### config.mk
export PLATFORM = sky130hd
export DESIGN_NAME = cla_addsub_pipe
export DESIGN_NICKNAME = d
export VERILOG_FILES = /design/src/rtl/cla_addsub_pipe.sv
export SDC_FILE = /design/constraint.sdc
export NUM_CORES = 1
export LEC_CHECK = 0
export CAP_MARGIN = 20
export CORE_MARGIN = 8
export CORE_UTILIZATION = 52
export DETAILED_ROUTE_END_ITERATION = 12
export GPL_TIMING_DRIVEN = 0
export PLACE_DENSITY_LB_ADDON = 0.15
export SYNTH_ARGS = -nofsm -noshare
export SYNTH_HDL_FRONTEND = slang
export SYNTH_SLANG_ARGS = --single-unit
### constraint.sdc
create_clock -name clk -period 1.8 [get_ports clk]
set_clock_uncertainty 0.15 [all_clocks]
set_input_delay 0.36 -clock clk [delete_from_list [all_inputs] [get_ports clk]]
set_output_delay 0.36 -clock clk [all_outputs]
set_load 0.02 [all_outputs]
### src/rtl/cla_addsub_pipe.sv
// cla_addsub_pipe: two-stage pipelined WIDTH-bit carry-lookahead adder/subtractor with valid/ready.
// Define CLA_PIPE_FLAGS_EN to build the registered signed-overflow and zero flags.
module cla_addsub_pipe #(
    parameter int WIDTH = 16
) (
    input  logic             clk,
    input  logic             rst_n,
    input  logic             in_valid,
    output logic             in_ready,
    input  logic [WIDTH-1:0] in_a,
    input  logic [WIDTH-1:0] in_b,
    input  logic             in_cin,
    input  logic             in_sub,
    output logic             out_valid,
    input  logic             out_ready,
    output logic [WIDTH-1:0] out_sum,
    output logic             out_cout,
    output logic             out_p,
    output logic             out_g,
    output logic             out_ovf,
    output logic             out_zero
);
    localparam int GROUPS = WIDTH / 4;

    logic              s1_v_q, s2_v_q, s1_adv, s2_adv, s1_ld, s2_ld;
    logic [WIDTH-1:0]  b_x, p_d, g_d, p_q, g_q, sum_d, sum_q;
    logic [GROUPS-1:0] gp_d, gg_d, gp_q, gg_q;
    logic              c0_d, c0_q;
    logic [GROUPS:0]   gc;
    logic [WIDTH:0]    c;
    logic              blk_g_d, blk_p_d, cout_q, blk_p_q, blk_g_q;

    assign s2_adv   = ~s2_v_q | out_ready;
    assign s1_adv   = ~s1_v_q | s2_adv;
    assign in_ready = s1_adv;
    assign s1_ld    = s1_adv & in_valid;
    assign s2_ld    = s2_adv & s1_v_q;

    assign b_x  = in_sub ? ~in_b : in_b;
    assign c0_d = in_sub ? ~in_cin : in_cin;
    assign p_d  = in_a ^ b_x;
    assign g_d  = in_a & b_x;

    always_comb begin
        gp_d = '0;
        gg_d = '0;
        for (int k = 0; k < GROUPS; k++) begin
            gp_d[k] = &p_d[4*k +: 4];
            gg_d[k] = g_d[4*k+3] | (p_d[4*k+3] & g_d[4*k+2]) | (&p_d[4*k+2 +: 2] & g_d[4*k+1])
                    | (&p_d[4*k+1 +: 3] & g_d[4*k]);
        end
    end

    // Each group carry is its own sum of products over all lower groups, so nothing ripples.
    always_comb begin
        logic pr;
        pr      = 1'b1;
        gc      = '0;
        blk_g_d = 1'b0;
        for (int k = 0; k <= GROUPS; k++) begin
            pr = 1'b1;
            for (int j = k - 1; j >= 0; j--) begin
                gc[k] = gc[k] | (pr & gg_q[j]);
                pr    = pr & gp_q[j];
            end
            if (k == GROUPS) blk_g_d = gc[k];
            gc[k] = gc[k] | (pr & c0_q);
        end
    end

    always_comb begin
        logic pr;
        pr = 1'b1;
        c  = '0;
        for (int k = 0; k < GROUPS; k++) begin
            for (int i = 0; i < 4; i++) begin
                pr = 1'b1;
                for (int j = i - 1; j >= 0; j--) begin
                    c[4*k+i] = c[4*k+i] | (pr & g_q[4*k+j]);
                    pr       = pr & p_q[4*k+j];
                end
                c[4*k+i] = c[4*k+i] | (pr & gc[k]);
            end
        end
        c[WIDTH] = gc[GROUPS];
    end

    assign sum_d   = p_q ^ c[WIDTH-1:0];
    assign blk_p_d = &gp_q;

    always_ff @(posedge clk or negedge rst_n) begin
        if (!rst_n) begin
            s1_v_q <= 1'b0;
            p_q    <= '0;
            g_q    <= '0;
            gp_q   <= '0;
            gg_q   <= '0;
            c0_q   <= 1'b0;
        end else begin
            if (s1_adv) s1_v_q <= in_valid;
            if (s1_ld) begin
                p_q  <= p_d;
                g_q  <= g_d;
                gp_q <= gp_d;
                gg_q <= gg_d;
                c0_q <= c0_d;
            end
        end
    end

    always_ff @(posedge clk or negedge rst_n) begin
        if (!rst_n) begin
            s2_v_q  <= 1'b0;
            sum_q   <= '0;
            cout_q  <= 1'b0;
            blk_p_q <= 1'b0;
            blk_g_q <= 1'b0;
        end else begin
            if (s2_adv) s2_v_q <= s1_v_q;
            if (s2_ld) begin
                sum_q   <= sum_d;
                cout_q  <= c[WIDTH];
                blk_p_q <= blk_p_d;
                blk_g_q <= blk_g_d;
            end
        end
    end

`ifdef CLA_PIPE_FLAGS_EN
    logic am_q, bm_q, ovf_q, zero_q;

    always_ff @(posedge clk or negedge rst_n) begin
        if (!rst_n) begin
            am_q <= 1'b0;
            bm_q <= 1'b0;
        end else if (s1_ld) begin
            am_q <= in_a[WIDTH-1];
            bm_q <= b_x[WIDTH-1];
        end
    end

    always_ff @(posedge clk or negedge rst_n) begin
        if (!rst_n) begin
            ovf_q  <= 1'b0;
            zero_q <= 1'b0;
        end else if (s2_ld) begin
            ovf_q  <= (am_q == bm_q) & (sum_d[WIDTH-1] != am_q);
            zero_q <= ~|sum_d;
        end
    end

    assign out_ovf  = ovf_q;
    assign out_zero = zero_q;
`else
    assign out_ovf  = 1'b0;
    assign out_zero = 1'b0;
`endif

    assign out_valid = s2_v_q;
    assign out_sum   = sum_q;
    assign out_cout  = cout_q;
    assign out_p     = blk_p_q;
    assign out_g     = blk_g_q;
endmodule

Word-level counts from Yosys, hierarchy flattened
Index checks and enable logic that the tools add are counted.

Reduce and logical (&&, ||, !) cells: 13. Muxes and demuxes: 2. Bitwise gates (word level): 121.

Operators by type and width (count): $and 1x1->1 (66); $or 1x1->1 (48); $xor 16x16->16 (2); $reduce_and 4->1 (5); $and 16x16->16 (1); $mux 16 (1); $not 16->16 (1); $reduce_and 3->1 (4); $reduce_and 2->1 (4); $not 1->1 (3); $mux 1 (1).

Register bits after elaboration: 61. Output and inout bits: 23. Logic and storage cells: 147. Input port bits: 38.

Longest topological paths before layout
Gate-level depths: netlist of run 1.

Depth after elaboration: 7. Mapped depth: 8. Depth with buffers taken out: 7.

Worst setup path after synthesis of run 1
No wires, ideal clock.

Path type: input to register. Start: input port in_sub. End: register gg_q[3]. Path slack: -0.218 ns. Stages on the path: 8. Buffers on the path: 2. Setup time: 0.128 ns. Arrival time: 1.740 ns. Cell sequence: buf_2 -> buf_2 -> xor2_1 -> ha_1 -> a21o_1 -> a21o_1 -> a21oi_1 -> o21ai_0.

Elaborated cells on any way between the ends: 11. Those cells by class: mux (1); bitwise (8); reduce/logical (2).

RTL lines: start, declared (line 13) `input logic in_sub,`; $mux 16 (line 39) `assign b_x = in_sub ? ~in_b : in_b;`; $xor 16x16->16 (line 41) `assign p_d = in_a ^ b_x;`; net p_d[13] (line 26) `logic [WIDTH-1:0] b_x, p_d, g_d, p_q, g_q, sum_d, sum_q;`; $reduce_and 3->1 (line 50) `| (&p_d[4*k+1 +: 3] & g_d[4*k]);`; $and 1x1->1 (line 50); $or 1x1->1 (line 50); end signal, assigned (line 105) `gg_q <= gg_d;`; end, declared (line 27) `logic [GROUPS-1:0] gp_d, gg_d, gp_q, gg_q;`.

The timed path passes the listed nets, and every way through them passes these cells. A chain may end at the register's enable or synchronous reset.

Worst setup path after layout of run 1
Start: input port in_b[5]. End: register gg_q[1].

Word-level cells in the longest chain between the ends: 6. Elaborated cells on any way between the ends: 9. Those cells by class: mux (1); bitwise (7); reduce/logical (1).

RTL lines: start, declared (line 11) `input logic [WIDTH-1:0] in_b,`; $not 16->16 (line 39); $mux 16 * (line 39); $xor 16x16->16 * (line 41); net p_d[5] (line 26); $reduce_and 3->1 * (line 50); $and 1x1->1 * (line 50); $or 1x1->1 * (line 50).

The timed path passes the listed nets; every way through them passes the cells marked *.

==> results of run 1 <==
logic make-up after synthesis:
family,after synthesis,share of synthesized area
other,1,0.001228
DFF,58,0.4754
and+or+nand+nor,70,0.1098
AOI/OAI and AO/OA,59,0.1250
xor gates and xnor gates,22,0.06312
muxes,30,0.1098
adders and majority gates,20,0.08197
buffers and inverters,23,0.03360
layout by cell type (no fill, tap or decap), drive strengths merged, types with 4 or more instances in the layout:
| cell | count |
|---|---|
| nand4 | 6 |
| a31oi | 4 |
| nor2 | 8 |
| dlygate4sd2 | 17 |
| or4 | 4 |
| nand3 | 8 |
| xor2 | 21 |
| buf | 21 |
| inv | 11 |
| nand2 | 37 |
| a21oi | 11 |
| mux2 | 28 |
| dlymetal6s2s | 5 |
| clkbuf | 16 |
| dfrtp | 58 |
| a21o | 11 |
| clkdlybuf4s50 | 33 |
| o21ai | 21 |
| ha | 20 |
metrics by stage:
stage | instance area, sq um | util
6_report | 4053 | 0.7011
5_1_grt | 4053 | 0.7011
4_1_cts | 3931 | 0.6801
3_5_place_dp | 3766 | 0.6515
3_3_place_gp | 3751 | 0.6489
2_1_floorplan | 3087 | -
per-layer routing:
layer  global-route usage  up-vias  routed length [um]
li1                     -     1162                   -
met1               0.2140     1190                3160
met2               0.3099       49                3726
met3              0.03803        9                 275
met4              0.08725        0                 104
met5                    0        -                   0
state kept, by name, summed over array words and instances (netlist names):
name	cells
out_sum	16
p_q	16
g_q	12
gg_q	4
gp_q	4
c0_q	1
out_cout	1
out_g	1
out_p	1
out_valid	1
s1_v_q	1
layout make-up:
cell class | count | area (sq um)
Timing Repair Buffer | 68 | 649.4
Sequential cell | 58 | 1453
Buffer | 12 | 110.1
Fill cell | 455 | 1728
Tap cell | 75 | 93.84
Clock inverter | 3 | 15.01
Multi-Input combinational cell | 203 | 1541
Inverter | 11 | 41.29
Clock buffer | 13 | 148.9
synth_stat cells (2+ instances only):
library cell	instances
nand2_1	35
a21oi_1	10
or4_1	3
o21ai_0	21
ha_1	20
nor2_1	8
nand2b_1	3
a21o_1	10
nand2_2	2
nand4_1	6
xor2_1	21
o2111ai_1	2
inv_1	11
a31oi_1	4
mux2i_1	2
clkbuf_1	3
nand3_1	8
dfrtp_1	58
mux2_2	28
buf_4	2
a211oi_1	2
buf_2	7
worst max path at each step:
stage	cells past startpoint	endpoint	slack (ns)
after floorplan	8	gg_q[0]	-0.03
after global placement	1	g_q[12]	-1.60
final	7	gg_q[1]	0.03
after global routing	3	in_ready	-0.004
after detailed placement	5	out_sum[5]	-0.53
after CTS	3	in_ready	-0.07
tightest hold or removal path: cells and delay by family:
kind / cells / cell delay, ns
buf+inv: 1 / 0.11
simple gates: 1 / 0.08
xor+xnor: 1 / 0.07
compound gates: 1 / 0.05
timing repair:
action                                 4_1_cts  5_1_grt
setup buffers                                0        9
endpoints found under the hold margin       17        0
setup endpoints to repair                   56       52
gates cloned                                 0        0
hold buffers                                 1        0
pin swaps                                    0       21
resized for setup                           24       27
power groups by stage:
stage	registers (mW)	logic, mW	clock network, mW
after floorplan	2.05	0.710	0
after global placement	1.87	1.51	0
after detailed placement	1.89	1.54	0
after CTS	1.87	1.46	1.04
after global routing	1.92	1.66	1.11
final	1.87	1.50	1.02
==> flow_summary.ini, run 1 <==
[yosys]
syn_inst = 283
synth_top_area_share = 0.4754
synth_cell_types = 39
syn_avg_cell_area_sq_um = 10.79
synthFlopType = dfrtp_1
ys_seq_elements = 58
syn_area_sq_um = 3053
seq_area_frac_synth = 0.4754
synth_async_sr_flop_share = 1.000
synth_largest_area_cell = dfrtp_1
synth_warnings = 0
synth_area_leaders = dfrtp_1, mux2_2, ha_1, xor2_1, nand2_1
synth_edf_count = 0

[power_and_ir_drop]
switching_share = 0.3442
internal-power_mw = 2.880
leakage_nw = 1.975
vdd_drop_max_mv = 0.6834
cellPowerDensity_nw_per_um2 = 1083
p_clk_frac = 0.232
p_comb_frac = 0.342
switching_power_mw = 1.511
pwr-share-seq = 0.427
finalPower_mw = 4.391

[clock_network]
clk-insertion-delay-late_ns = 0.32
cts_tree = yes
cts_made_buffers = 9
root_buffer = clkbuf_8
clock_sinks = 58
htreeDepth = 3
cts.clk_slew.worst_paths_ns = 0.06
clock_path_buffers = 2

[drt]
drtPass1Iterations = 4
vias_per_cell = 5.440
ant_nets = 0
vias = 2410
drc_errors = 0
routedWlPerCell_um = 16.40
drt_iter0_markers = 88
wl_mm = 7.266

[sta]
whs_ns = 0.2395
min_period_over_period = 0.9810
worst_slack_ns = 0.03421
max_clock_freq_ghz = 0.5663
finalSetupViolations = 0
rsz0062_at_grt = yes
hold_violations = 0
tns_ns = 0
period_needed_ns = 1.766
drv_slew = 0

[critical_path]
crit_path_cell_trace = clkdlybuf4s50_1 > xor2_1 > ha_1 > a21o_1 > a21o_1 > a21oi_2 > o21ai_1
cp.arrival_ns = 1.83
crit_type = input port to flip-flop
r2r-start = gp_q[0]
worstPathRequired_ns = 1.86
crit_start = in_b[5]
worst_setup_path_end_kind = flip-flop
crit_buf_inv = 1
crit_fanout = 3
r2r_end = out_sum[9]
rrSetupSlack_ns = 0.09
slowest_delay_ns = 0.41
start_kind = input port
rr_worst_depth = 7
cp_slowest_cell = clkdlybuf4s50_1
cpMostUsedCell = a21o_1
crit_family = compound AO/OA/AOI/OAI gates

[outcome]
status = complete, no violations

[min_path]
hold-path-cell-count = 4
hold_path_end = c0_q
hold_path_startpoint = in_sub
hold_path.class = input port to flip-flop

[floorplan]
start_util = 0.5281
io_pins = 61
rows = 28
die_h_um = 92.62
dieArea_sq_um = 8578
core-area_sq_um = 5781
die_x_um = 92.62

[placed_design]
placed_cells = 417
hpwl_mm = 5.315
gp_congestion = 0.7878
io_buffers = 57
pre_cts_ws_ns = -0.5281

[cells_and_area]
syn_to_final_growth_pct = 32.75
diodes = 0
final_layout_size_suffix_gt1_frac = 0.2228
finalNetCount = 421
instances_no_fill = 443

[global_routing]
grt_usage = 0.1818
grt_pass1_wl_mm = 12.24
grt-ovfl-total = 0
grt_max_degree = 42
grt_pass1_vias = 2580
antenna_found_initial = 0

[run]
cap_violations = 0
(Power assumes the default switching activity.)
==> run 2, diff against run 1 <==
clock period = 1.85 ns   (was 1.8 ns; I/O delays follow)
==> run 2 against run 1 <==
  * Cell area rose by 0.25%
  * Wire length fell by 1.4%
  * Flip-flop and latch count did not move
  * Critical path type is now flip-flop to output pin
  * Largest power group unchanged
  * Highest routed layer unchanged
==> flow_summary.ini, run 2 (synthesis gave the netlist of run 1 again) <==
[global_routing]
grt_max_degree = 42
antenna_found_initial = 0
grt_pass1_wl_mm = 11.61
grt_usage = 0.1737
grt_pass1_vias = 2470
grt-ovfl-total = 0

[cells_and_area]
finalNetCount = 420
syn_to_final_growth_pct = 33.07
diodes = 0
final_common_cell = dfrtp_1
final_cell_area_sq_um = 4063
final_layout_size_suffix_gt1_frac = 0.2153
final_cell_mix = dfrtp_1, clkdlybuf4s50_1, nand2_1
fillCellCount = 445

[drt]
drt_iter0_markers = 106
routedWlPerCell_um = 16.21
drc_errors = 0
drtPass1Iterations = 4
wl_mm = 7.165
vias_per_cell = 5.348
vias = 2364
ant_nets = 0

[critical_path]
crit_fanout = 2
crit_buf_inv = 1
crit_path_cell_trace = clkdlybuf4s50_1
crit_type = flip-flop to output pin
cp.arrival_ns = 1.30
crit_family = buffers and inverters
worst_setup_path_end_kind = output pin
start_kind = flip-flop
cp_slowest_cell = clkdlybuf4s50_1
worstPathRequired_ns = 1.33
slowest_delay_ns = 0.61

[clock_network]
clk-insertion-delay-late_ns = 0.33
cts.clk_slew.worst_paths_ns = 0.06
cts_tree = yes
clock_path_buffers = 2
htreeDepth = 3
root_buffer = clkbuf_8
clock_sinks = 58
cts_made_buffers = 9

[power_and_ir_drop]
finalPower_mw = 4.412
leakage_nw = 1.964
cellPowerDensity_nw_per_um2 = 1086
vdd_drop_max_mv = 0.5654

[floorplan]
die_x_um = 92.62
die_h_um = 92.62
start_util = 0.5281
rows = 28
dieArea_sq_um = 8578
core-area_sq_um = 5781
io_pins = 61

[sta]
finalSetupViolations = 0
rsz0062_at_grt = no
worst_slack_ns = 0.03415
min_period_over_period = 0.9815
hold_violations = 0
drv_slew = 0
max_clock_freq_ghz = 0.5507
period_needed_ns = 1.816
whs_ns = 0.2524
tns_ns = 0

[placed_design]
io_buffers = 57
pre_cts_ws_ns = -0.4612
placed_area_sq_um = 3761
hpwl_mm = 5.295
gp_congestion = 0.8035

[outcome]
status = complete, no violations

[run]
cap_violations = 0

[min_path]
hold_path.class = input port to flip-flop
[run 2: cell count changes in the layout (fill, tap and decap cells not counted), sizes merged]
cell           previous run  this run
dlygate4sd2              17         2
clkdlybuf4s50            33        47
dlymetal6s2s              5         6
clkinv                    3         2
[run 2: metal layers]
metal / vias up / wire length, um / track usage
met4: 0 / 112 / 0.06443
met5: - / 0 / 0
li1: 1154 / - / -
met2: 65 / 3630 / 0.2962
met1: 1135 / 3074 / 0.2023
met3: 10 / 348 / 0.05097
[run 2: worst paths after layout]
check / start / to / slack, ns / cells after the start
max: out_sum[1] / out_sum[1] / 0.03 / 1
min: in_sub / c0_q / 0.25 / 4
max reg2reg: c0_q / out_sum[9] / 0.10 / 7
min reg2reg: out_sum[12] / out_sum[12] / 0.32 / 2
max in group asynchronous: rst_n / c0_q / 0.61 / 3
min in group asynchronous: rst_n / p_q[7] / 0.36 / 2
[run 2: repair_timing]
item	CTS	global route
hold endpoints to repair	17	0
gates cloned	0	0
endpoints found under the setup margin	39	26
hold buffers	1	0
pin swaps	0	6
resized for setup	13	16
buffers inserted	0	8
[run 2: stage by stage]
step	util	instances
global placement	0.6481	416
global route	0.7028	442
CTS	0.6866	434
finish	0.7028	442
detailed placement	0.6506	417
floorplan	-	284
[run 2: layout make-up]
type                    instances  area [sq um]  share of cell area
plain buffers                  12         96.34             0.02371
clock buffers                  14         172.7             0.04250
clock inverters                 2         10.01            0.002464
inverters                      11         41.29             0.01016
multi-input cells             203          1533              0.3773
flip-flops and latches         58          1453              0.3576
well taps                      75         93.84             0.02310
repair buffers                 67         663.1              0.1632
[run 2: power by group]
group	total [mW]	internal [mW]	switching, mW
registers	1.83	1.59	0.243
clock network	1.06	0.592	0.466
logic	1.53	0.769	0.757
total	4.41	2.95	1.47
==> run 3, diff against run 2 <==
HOLD_SLACK_MARGIN = 0.15   (was unset)
PLACE_DENSITY = 0.8   (was unset)
PLACE_DENSITY_LB_ADDON = unset   (was 0.15)
==> run 3 against run 2 <==
  * Critical path depth is the same
  * Sequential power about the same
  * Cell area down 0.55%
  * Register-to-register slack barely moved
  * Clock-buffer cell count is the same
  * Worst setup slack barely moved
  * Via count increased by 0.68%
  * Non-clock buffer count down 4
  * Power grew 0.17%
  * Global-route usage rose by 0.52 points
  * Wire length grew 0.91%
  * Highest routed layer unchanged
  * Largest cell class unchanged
==> flow_summary.ini, run 3 (synthesis gave the netlist of run 1 again) <==
[power_and_ir_drop]
cellPowerDensity_nw_per_um2 = 1094
leakage_nw = 1.984
vdd_drop_max_mv = 0.8611
finalPower_mw = 4.420

[floorplan]
io_pins = 61
die_x_um = 92.62
die_h_um = 92.62
start_util = 0.5281
dieArea_sq_um = 8578
rows = 28
core-area_sq_um = 5781

[cells_and_area]
fillCellCount = 459
final_common_cell = dfrtp_1
final_util = 0.6989
diodes = 0
syn_to_final_growth_pct = 32.34
final_layout_size_suffix_gt1_frac = 0.2039
final_cell_area_sq_um = 4040
finalNetCount = 416
instances_no_fill = 438
final_cell_mix = dfrtp_1, clkdlybuf4s50_1, nand2_1

[global_routing]
grt_usage = 0.1789
grt_max_degree = 42
grt_pass1_wl_mm = 11.99
grt-ovfl-total = 0
grt_pass1_vias = 2506
antenna_found_initial = 0

[drt]
vias_per_cell = 5.434
wl_mm = 7.230
vias = 2380
drt_iter0_markers = 123
routedWlPerCell_um = 16.51
drc_errors = 0
ant_nets = 0
drtPass1Iterations = 4

[sta]
whs_ns = 0.2332
hold_violations = 0
drv_slew = 0
relSlewSlack = 0.6703
max_slew.worst_pin.slew_ns = 0.4894
worst_slack_ns = 0.03420
max_clock_freq_ghz = 0.5507
finalSetupViolations = 0
period_needed_ns = 1.816
min_period_over_period = 0.9815
tns_ns = 0

[critical_path]
crit_path_cell_trace = clkdlybuf4s50_1
crit_family = buffers and inverters
slowest_delay_ns = 0.61
worstPathRequired_ns = 1.33
cp_slowest_cell = clkdlybuf4s50_1
cp.arrival_ns = 1.30
worst_setup_path_end_kind = output pin
crit_buf_inv = 1
crit_fanout = 2
start_kind = flip-flop
crit_type = flip-flop to output pin

[clock_network]
clk-insertion-delay-late_ns = 0.34
clock_sinks = 58
cts_tree = yes
root_buffer = clkbuf_8
cts_made_buffers = 9
htreeDepth = 3
clock_path_buffers = 2
cts.clk_slew.worst_paths_ns = 0.06

[placed_design]
io_buffers = 57
gp_congestion = 0.8149
placed_area_sq_um = 3761
hpwl_mm = 5.385
placed_cells = 417
pre_cts_ws_ns = -0.4564

[outcome]
status = complete, no violations

[run]
cap_violations = 0

[min_path]
hold_path.class = input port to flip-flop
==> run 3: cell types whose count changed in the layout (fill, tap and decap cells not counted), sizes merged <==
cell           previous run  this run
clkdlybuf4s50            47        43
clkbuf                   16        17
buf                      21        16
dlymetal6s2s              6        10
==> run 3: path summary, 6_finish.rpt <==
kind	start	end	slack, ns	cells past startpoint
setup / recovery	out_sum[7]	out_sum[7]	0.03	1
hold / removal	in_sub	c0_q	0.23	4
setup reg to reg	s1_v_q	g_q[5]	0.10	4
hold reg to reg	out_sum[4]	out_sum[4]	0.32	2
max in group asynchronous	rst_n	gg_q[0]	0.64	3
min in group asynchronous	rst_n	g_q[6]	0.35	2
==> run 3: routing by layer <==
layer / up-vias / GRT usage / part of all wire
li1: 1149 / - / -
met4: 0 / 0.09262 / 0.022
met3: 12 / 0.03641 / 0.048
met2: 56 / 0.3010 / 0.51
met5: - / 0 / 0
met1: 1163 / 0.2120 / 0.42
==> run 3: power by group <==
part	internal (mW)	switching [mW]	leakage, nW
combinational	0.749	0.755	1.17
clock	0.592	0.492	0.0965
sequential	1.58	0.247	0.713
==> run 3: area by class of cell <==
type	instances	area (sq um)	area share
Buffer	12	96.34	0.02385
Tap cell	75	93.84	0.02323
Timing Repair Buffer	63	643.1	0.1592
Multi-Input combinational cell	203	1531	0.3791
Clock inverter	2	10.01	0.002478
Sequential cell	58	1451	0.3592
Clock buffer	14	172.7	0.04274
Inverter	11	41.29	0.01022
==> run 3: what timing repair did <==
item	4_1_cts	5_1_grt
hold buffers	1	0
pin swaps	0	6
endpoints found under the setup margin	38	43
endpoints found under the hold margin	17	0
setup buffers	0	4
resized for setup	11	19
